[src/rtl/detector_rr_scheduler_if.sv]
// Bundle between frame producers (master) and the shared-detector scheduler (slave).
// Result fields (done_id, hit_cnt, bits_used) are held between done pulses.
interface detector_rr_scheduler_if #(
    parameter int N_REQ   = 4,
    parameter int FRAME_W = 8
);
    localparam int CNT_W = $clog2(FRAME_W + 1);
    localparam int ID_W  = $clog2(N_REQ);

    logic [N_REQ-1:0]         req;
    logic [N_REQ*FRAME_W-1:0] frame_data;
    logic [N_REQ-1:0]         gnt;
    logic                     busy;
    logic                     done;
    logic [ID_W-1:0]          done_id;
    logic [CNT_W-1:0]         hit_cnt;
    logic [CNT_W-1:0]         bits_used;

    modport master (
        output req, frame_data,
        input  gnt, busy, done, done_id, hit_cnt, bits_used
    );

    modport slave (
        input  req, frame_data,
        output gnt, busy, done, done_id, hit_cnt, bits_used
    );
endinterface

[src/rtl/detector_rr_scheduler.sv]
// Round-robin share of one 2-bit serial pattern detector; optional DETSCHED_EARLY_STOP_EN stops on first hit.
// Latency: gnt cycle to done pulse is FRAME_W+1 cycles (less with early stop); at least one idle cycle between jobs.
// Backpressure: none; requests are only sampled while idle, an ungranted dropped req is forgotten.
module detector_rr_scheduler #(
    parameter int N_REQ   = 4,
    parameter int FRAME_W = 8
) (
    input  logic                     clk,
    input  logic                     rst,
    detector_rr_scheduler_if.slave   bus
);
    localparam int CNT_W = $clog2(FRAME_W + 1);
    localparam int ID_W  = $clog2(N_REQ);

    typedef enum logic [1:0] {IDLE, SHIFT, DONE} state_t;

    state_t             state;
    logic [ID_W-1:0]    rr_ptr;
    logic [ID_W-1:0]    cur_id;
    logic [FRAME_W-1:0] shreg;
    logic [1:0]         q;
    logic [CNT_W-1:0]   bit_ctr;
    logic [CNT_W-1:0]   hcnt;

    logic [N_REQ-1:0]   gnt_q;
    logic               busy_q;
    logic               done_q;
    logic [ID_W-1:0]    done_id_q;
    logic [CNT_W-1:0]   hit_cnt_q;
    logic [CNT_W-1:0]   bits_used_q;

    // First asserted request at or after rr_ptr; iterating downwards lets the nearest one win.
    logic               pick_vld;
    logic [ID_W-1:0]    pick_id;
    int                 idx;

    always_comb begin
        pick_vld = 1'b0;
        pick_id  = '0;
        idx      = 0;
        for (int i = N_REQ - 1; i >= 0; i--) begin
            idx = int'(rr_ptr) + i;
            if (idx >= N_REQ) idx = idx - N_REQ;
            if (bus.req[idx[ID_W-1:0]]) begin
                pick_vld = 1'b1;
                pick_id  = ID_W'(idx);
            end
        end
    end

    logic [ID_W-1:0] rr_next;
    assign rr_next = (pick_id == ID_W'(N_REQ - 1)) ? '0 : pick_id + 1'b1;

    logic a, q0_n, q1_n, hit;
    assign a    = shreg[0];
    assign q0_n = a ^ q[0] ^ q[1];
    assign q1_n = (~q[0] & ~q[1]) | (~a & q[1]);
    assign hit  = q1_n & q0_n;

    always_ff @(posedge clk) begin
        if (rst) begin
            state       <= IDLE;
            rr_ptr      <= '0;
            cur_id      <= '0;
            shreg       <= '0;
            q           <= 2'b00;
            bit_ctr     <= '0;
            hcnt        <= '0;
            gnt_q       <= '0;
            busy_q      <= 1'b0;
            done_q      <= 1'b0;
            done_id_q   <= '0;
            hit_cnt_q   <= '0;
            bits_used_q <= '0;
        end else begin
            gnt_q  <= '0;
            done_q <= 1'b0;
            case (state)
                IDLE: begin
                    if (pick_vld) begin
                        gnt_q   <= N_REQ'(1) << pick_id;
                        shreg   <= bus.frame_data[int'(pick_id)*FRAME_W +: FRAME_W];
                        q       <= 2'b00;
                        bit_ctr <= '0;
                        hcnt    <= '0;
                        cur_id  <= pick_id;
                        rr_ptr  <= rr_next;
                        busy_q  <= 1'b1;
                        state   <= SHIFT;
                    end
                end
                SHIFT: begin
                    q       <= {q1_n, q0_n};
                    shreg   <= shreg >> 1;
                    bit_ctr <= bit_ctr + 1'b1;
                    if (hit) hcnt <= hcnt + 1'b1;
                    if (bit_ctr == CNT_W'(FRAME_W - 1)) state <= DONE;
`ifdef DETSCHED_EARLY_STOP_EN
                    if (hit) state <= DONE;
`else
`endif
                end
                DONE: begin
                    done_q      <= 1'b1;
                    done_id_q   <= cur_id;
                    hit_cnt_q   <= hcnt;
                    bits_used_q <= bit_ctr;
                    busy_q      <= 1'b0;
                    state       <= IDLE;
                end
                default: state <= IDLE;
            endcase
        end
    end

    assign bus.gnt       = gnt_q;
    assign bus.busy      = busy_q;
    assign bus.done      = done_q;
    assign bus.done_id   = done_id_q;
    assign bus.hit_cnt   = hit_cnt_q;
    assign bus.bits_used = bits_used_q;
endmodule

[src/flat_wrapper.sv]
// flat-port wrapper written by rule: the top's interface ports become plain ports
module detector_rr_scheduler_flat 
#(
    parameter int N_REQ   = 4,
    parameter int FRAME_W = 8
)
  (clk, rst, bus_req, bus_frame_data, bus_gnt, bus_busy, bus_done, bus_done_id, bus_hit_cnt, bus_bits_used);
  detector_rr_scheduler_if #(.N_REQ(N_REQ), .FRAME_W(FRAME_W)) bus_i ();
  input  logic clk;
  input  logic rst;
  input wire logic [$bits(bus_i.req)-1:0] bus_req;
  input wire logic [$bits(bus_i.frame_data)-1:0] bus_frame_data;
  output wire logic [$bits(bus_i.gnt)-1:0] bus_gnt;
  output wire logic [$bits(bus_i.busy)-1:0] bus_busy;
  output wire logic [$bits(bus_i.done)-1:0] bus_done;
  output wire logic [$bits(bus_i.done_id)-1:0] bus_done_id;
  output wire logic [$bits(bus_i.hit_cnt)-1:0] bus_hit_cnt;
  output wire logic [$bits(bus_i.bits_used)-1:0] bus_bits_used;
  assign bus_i.req = bus_req;
  assign bus_i.frame_data = bus_frame_data;
  assign bus_gnt = bus_i.gnt;
  assign bus_busy = bus_i.busy;
  assign bus_done = bus_i.done;
  assign bus_done_id = bus_i.done_id;
  assign bus_hit_cnt = bus_i.hit_cnt;
  assign bus_bits_used = bus_i.bits_used;
  detector_rr_scheduler #(.N_REQ(N_REQ), .FRAME_W(FRAME_W)) u_core (.clk(clk), .rst(rst), .bus(bus_i));
endmodule
[config.mk]
export PLATFORM = sky130hd
export DESIGN_NAME = detector_rr_scheduler_flat
export DESIGN_NICKNAME = d
export VERILOG_FILES = /design/src/rtl/detector_rr_scheduler_if.sv /design/src/rtl/detector_rr_scheduler.sv /design/src/flat_wrapper.sv
export SDC_FILE = /design/constraint.sdc
export NUM_CORES = 1
export LEC_CHECK = 0
export BUFFER_PORTS_ARGS = -buffer_cell sky130_fd_sc_hd__buf_4
export CORE_MARGIN = 10
export CORE_UTILIZATION = 30
export DETAILED_ROUTE_END_ITERATION = 12
export PLACE_DENSITY = 0.56
export SLEW_MARGIN = 20
export SYNTH_ARGS = -nofsm -noshare
export SYNTH_HDL_FRONTEND = slang
export SYNTH_SLANG_ARGS = --single-unit
[constraint.sdc]
create_clock -name clk -period 1.6 [get_ports clk]
set_input_delay 0.16 -clock clk [delete_from_list [all_inputs] [get_ports clk]]
set_output_delay 0.16 -clock clk [all_outputs]
set_load 0.03 [all_outputs]
==> results of run 1 <==
## power breakdown
part           internal, mW  switching, mW
combinational         0.378          0.283
sequential             1.06         0.0477
clock                 0.295          0.351
## flip-flops by register name, summed over array words and instances (netlist names)
name / cells
u_core.bus.busy: 1
u_core.bus.bits_used: 4
u_core.bus.gnt: 4
u_core.cur_id: 2
u_core.bus.hit_cnt: 4
u_core.bus.done_id: 2
u_core.state: 2
u_core.rr_ptr: 2
u_core.q: 2
u_core.bus.done: 1
u_core.hcnt: 4
u_core.bit_ctr: 4
u_core.shreg: 8
## repair_timing
item / in CTS / in global routing
pin swaps: 9 / 1
setup endpoints to repair: 9 / 13
cloned: 1 / 0
buffers inserted: 2 / 0
resized for setup: 11 / 5
## worst max-delay path by stage
| stage | startpoint | end | slack (ns) | cells past startpoint |
|---|---|---|---|---|
| final | u_core.rr_ptr[1] | u_core.shreg[5] | -0.06 | 6 |
| after global routing | u_core.rr_ptr[1] | u_core.shreg[5] | -0.14 | 6 |
| after CTS | u_core.rr_ptr[1] | u_core.shreg[3] | -0.06 | 5 |
| after detailed placement | u_core.rr_ptr[0] | u_core.shreg[3] | -0.10 | 5 |
| after global placement | u_core.rr_ptr[0] | u_core.shreg[0] | -0.08 | 5 |
| after floorplan | u_core.rr_ptr[0] | u_core.shreg[5] | -0.02 | 6 |
## critical path, stage by stage, from the launching register on
cell and delay, ns:
dfxtp_2 0.34, nand2_2 0.06, nand3b_1 0.20, a2bb2oi_4 0.21
buf_12 0.14, mux2_4 0.29, a221o_1 0.31
## cell usage after synthesis (all sizes together), types with 4 or more instances
| library cell | number | area (µm²) |
|---|---|---|
| nor2 | 23 | 88.8 |
| buf | 7 | 48.8 |
| nand3b | 4 | 30.0 |
| nor3 | 6 | 46.3 |
| a221o | 5 | 50.1 |
| mux2i | 8 | 80.1 |
| nor3b | 4 | 30.0 |
| a22oi | 8 | 60.1 |
| dfxtp | 40 | 801 |
| a21oi | 26 | 130 |
| mux2 | 10 | 113 |
| clkbuf | 6 | 22.5 |
| nand2 | 34 | 128 |
## cells by family (layout without fill, tap and decap cells)
| logic type | Yosys count | in the layout | synth area share (%) |
|---|---|---|---|
| and+or+nand+nor | 87 | 87 | 23.4 |
| buffers and inverters | 16 | 92 | 4.38 |
| muxes | 18 | 18 | 10.2 |
| xor gates and xnor gates | 2 | 2 | 0.930 |
| DFF | 40 | 40 | 42.5 |
| AOI/OAI and AO/OA | 48 | 49 | 16.5 |
| adders and majority gates | 3 | 3 | 1.99 |
## area by class of cell
class / instances / share of cell area (%)
Clock buffer: 5 / 2.49
Clock inverter: 2 / 0.453
Inverter: 3 / 0.407
Multi-Input combinational cell: 159 / 40.4
Sequential cell: 40 / 29.1
Tap cell: 75 / 3.40
Timing Repair Buffer: 82 / 23.8
## layer usage
layer / vias to the layer above / part of all wire (%) / track usage [%]
met5: - / 0 / 0
met4: 0 / 1.6 / 3.20
met3: 9 / 8.0 / 4.84
met2: 46 / 46 / 16.7
met1: 794 / 44 / 11.6
li1: 905 / - / -
## stage by stage
step	total power, mW	util, %	TNS [ns]
after floorplan	1.47	-	-0.0220
after global placement	1.70	42.7	-0.466
after detailed placement	1.71	42.7	-0.598
after CTS	2.44	45.7	-0.244
after global routing	2.56	46.1	-0.975
final	2.42	46.1	-0.258
## cells in the final DEF (no fill, tap or decap), drive strengths merged, types with 2 or more instances in the layout
cell type	netlist	final
mux2i	8	8
nand2	34	34
xor2	2	2
and2	2	2
a221o	5	5
mux2	10	10
a21oi	26	26
nand3b	4	4
nand2b	2	2
nor3b	4	4
or3	3	3
ha	3	3
a22oi	8	8
nand3	2	2
clkbuf	6	5
nor3	6	6
inv	3	3
dfxtp	40	40
o21ai	3	3
nor2	23	23
a2bb2oi	1	2
o221ai	3	3
buf	7	82
or2	3	3
==> results.yml, run 1 <==
run_status:
  status: "finished, violations left"
  violations: "setup timing"
placement:
  placed_cell_area_mm2: 0.00256
  gp_congestion: 0.736
  dp_hpwl_mm: 3.61
  dp_cells: 356
  io_buffers: 53
  place_ws_ns: -0.103
clocking:
  cts_max_level: 2
  clk-insertion-delay-late_ns: 0.29
  clockBufferDepth: 2
  cts_sinks: 40
  cts-root-buf: "clkbuf_8"
  ctsHoldBuffers: 0
  clkTransAtPathRegs_ns: 0.08
  cts_tree: "built"
  cts_buffers: 5
critical_path:
  path_class: "reg2reg"
  reg2regPathDepth: 6
  critPathArrivalTime_ns: 1.84
  r2r-start: "u_core.rr_ptr[1]"
  worstSetupStartpointType: "flop"
  crit_path_max_fanout: 6
  setup.worst_path.end_class: "flop"
  r2r-end: "u_core.shreg[5]"
  crit_required_ns: 1.79
  rrSetupSlack_ns: -0.06
global_route:
  track_usage_pct: 10.2
  grt_max_degree: 29
  antenna_found_initial: 0
  first_global_vias: 1912
  grt_overflow_total: 0
  grt_pass1_wl_mm: 8.49
floorplanning:
  dieWidth_um: 99.2
  ios: 54
  rows: 28
  dieArea_mm2: 0.00985
  start_util_pct: 31.4
  die_y_um: 99.2
  core-area_mm2: 0.00599
routing:
  drc: 0
  ant_nets: 0
  drt-total-wl_mm: 4.86
  viasPerCell: 4.79
  drt-wirelength-per-cell_um: 13.3
  drt-initial-drc-count: 46
  vias: 1754
  dr.pass1.iters: 4
finish:
  layout-drive-gt1-share_pct: 41.9
  multi_input_area_mm2: 0.00112
  area_growth_pct: 46.8
  fillers: 599
  diodes: 0
  stdcell_count: 366
  layout.nets: 332
  fin_area_mm2: 0.00276
  seq_area_um2: 803
job:
  maxCapViolations: 0
power_and_ir_drop:
  p_leak_nw: 1.17
  p_per_area_mw_per_mm2: 875
  ir_drop_mv: 0.350
sta:
  period_minus_slack_ns: 1.66
  fin_ws_ns: -0.0586
  timing.hold.ws_ns: 0.113
  setup_viol: 5
  tightest_slew_ns: 0.433
  rsz0062_at_grt: "true"
  skew_ns: 0.00697
  slew_viol_final: 0
  relSlewSlack_pct: 71.1
  finalHoldViolCount: 0
  finalCritPeriodShare_pct: 104
  timing.fmax_mhz: 603
yosys:
  synth-seq-cells: 40
  ys_async_sr_fraction_pct: 0
  postSynthCellCount: 214
  synthDistinctLibCells: 40
  avgSynthCellArea_um2: 8.80
  synth_edf_count: 0
  synth_nets: 255
  yosysSeqAreaShare_pct: 42.5
  synthFlopType: "dfxtp_1"
  yosys_warnings: 0
  synth_area_mm2: 0.00188
min_path:
  hold_end: "u_core.rr_ptr[0]"
  holdPathStages: 2
  hp-class: "in2reg"
  worstHoldStart: "rst"
Note: power is estimated with default switching activity, not from simulation.
==> inputs of run 2 (changes only) <==
Settings changed: BUFFER_PORTS_ARGS -buffer_cell sky130_fd_sc_hd__buf_4 to unset, DONT_BUFFER_PORTS set to 1, PLACE_DENSITY 0.56 to unset.
==> run 2 against run 1 <==
The flow still finishes with violations (setup timing). Non-clock buffer count down 65. Sequential power about the same. Total power rose by 2.0%. Register-to-register slack barely moved. Clock skew increased by 0.0021 ns. Combinational power fell by 22%. Clock power grew 27%. Largest power group unchanged. Highest routed layer unchanged.
==> results.yml, run 2 (same netlist as run 1, synthesis figures left out) <==
run_status:
  violations: "setup timing"
  status: "finished, violations left"
critical_path:
  crit_path_max_fanout: 6
  crit_chain: "nand2_2, nand3b_1, a2bb2oi_4, buf_12, mux2_4, a221o_1"
  cp_slowest_stage_delay_ns: 0.34
  critPathBufInv: 1
  worstSetupStartpointType: "flop"
  setup.worst_path.end_class: "flop"
  crit_slowest_cell: "dfxtp_2"
  cpLargestDelayFamily: "compound AO/OA/AOI/OAI gates"
  crit_required_ns: 1.78
  reg2regPathDepth: 6
  critPathArrivalTime_ns: 1.84
  path_class: "reg2reg"
  cp.depth: 6
sta:
  tightest_slew_ns: 1.06
  relSlewSlack_pct: 29.0
  skew_ns: 0.00904
  timing.fmax_mhz: 605
  finalHoldViolCount: 0
  finalCritPeriodShare_pct: 103
  fin_ws_ns: -0.0517
  slew_viol_final: 0
  rsz0062_at_grt: "true"
  setup_viol: 5
  period_minus_slack_ns: 1.65
finish:
  final_common_cell: "dfxtp_1"
  layout.nets: 267
  area_growth_pct: 21.6
  diodes: 0
  layout-drive-gt1-share_pct: 24.7
  final_cell_mix: "dfxtp_1 (37), nand2_1 (32), a21oi_1 (23), nor2_1 (22), buf_4 (12)"
  fin_util_pct: 38.2
  largest_reg_flops: 8
  top_register: "u_core.shreg"
floorplanning:
  die_y_um: 99.2
  ios: 54
  start_util_pct: 31.4
  dieWidth_um: 99.2
  dieArea_mm2: 0.00985
  core-area_mm2: 0.00599
  rows: 28
power_and_ir_drop:
  ir_drop_mv: 0.488
  p_leak_nw: 0.848
  p_per_area_mw_per_mm2: 1080
  power_mw: 2.47
clocking:
  cts-root-buf: "clkbuf_8"
  cts_max_level: 2
  clockBufferDepth: 2
  cts_tree: "built"
  clk-insertion-delay-late_ns: 0.30
  cts_sinks: 40
  cts_buffers: 5
  clkTransAtPathRegs_ns: 0.07
global_route:
  grt_pass1_wl_mm: 7.80
  first_global_vias: 1618
  grt_overflow_total: 0
  grt_max_degree: 29
  track_usage_pct: 9.67
  antenna_found_initial: 0
routing:
  dr.pass1.iters: 4
  vias: 1557
  drt-initial-drc-count: 86
  drc: 0
  ant_nets: 0
  drt-total-wl_mm: 4.75
  viasPerCell: 5.16
  drt-wirelength-per-cell_um: 15.7
placement:
  dp_hpwl_mm: 3.47
  gp_congestion: 0.748
  io_buffers: 0
min_path:
  holdPathStages: 2
  hp-class: "in2reg"
job:
  maxCapViolations: 0
run 2: timing repair:
action / CTS / global route
endpoints found under the hold margin: 28 / 0
setup buffers: 2 / 2
pin swaps: 11 / 2
setup endpoints to repair: 9 / 15
hold buffers: 1 / 0
gates resized for setup: 12 / 5
cloned: 1 / 0
run 2: area by class of cell:
cell class	count	area (µm²)
clock buffer	6	72.6
clock inverter	2	35.0
fill	631	3700
inverter	3	11.3
multi-input combinational	159	1110
sequential	40	805
tap	75	93.8
timing repair buffer	17	163
run 2: worst paths after layout:
path,start,endpoint,slack (ns)
setup / recovery,u_core.rr_ptr[1],u_core.shreg[4],-0.05
hold / removal,bus_frame_data[7],u_core.shreg[7],0.09
setup reg to reg,u_core.rr_ptr[1],u_core.shreg[4],-0.05
hold reg to reg,u_core.cur_id[1],u_core.bus.done_id[1],0.48
run 2: metrics by stage:
| stage | instances | hold WS (ns) | TNS, ns | cell area [µm²] | worst slack, ns |
|---|---|---|---|---|---|
| after floorplan | 214 | 0.378 | -0.0220 | 1910 | -0.0213 |
| after global placement | 288 | 0.230 | -0.382 | 2040 | -0.0748 |
| after detailed placement | 288 | 0.231 | -0.641 | 2040 | -0.112 |
| after CTS | 300 | 0.0804 | -0.292 | 2260 | -0.0644 |
| after global routing | 302 | 0.0954 | -0.843 | 2290 | -0.132 |
| final | 302 | 0.0932 | -0.247 | 2290 | -0.0517 |
run 2: layer usage:
| metal | global-route usage, % | wire length, µm | vias up |
|---|---|---|---|
| met5 | 0 | 0 | - |
| met1 | 10.5 | 2140 | 726 |
| li1 | - | - | 776 |
| met3 | 4.36 | 376 | 6 |
| met4 | 3.31 | 39 | 0 |
| met2 | 16.3 | 2200 | 49 |
run 2: power by group:
group          switching [mW]  total [mW]  leakage, nW  internal (mW)
clock                   0.357       0.820       0.0552          0.463
sequential             0.0697        1.13        0.327           1.06
combinational           0.226       0.513        0.465          0.286
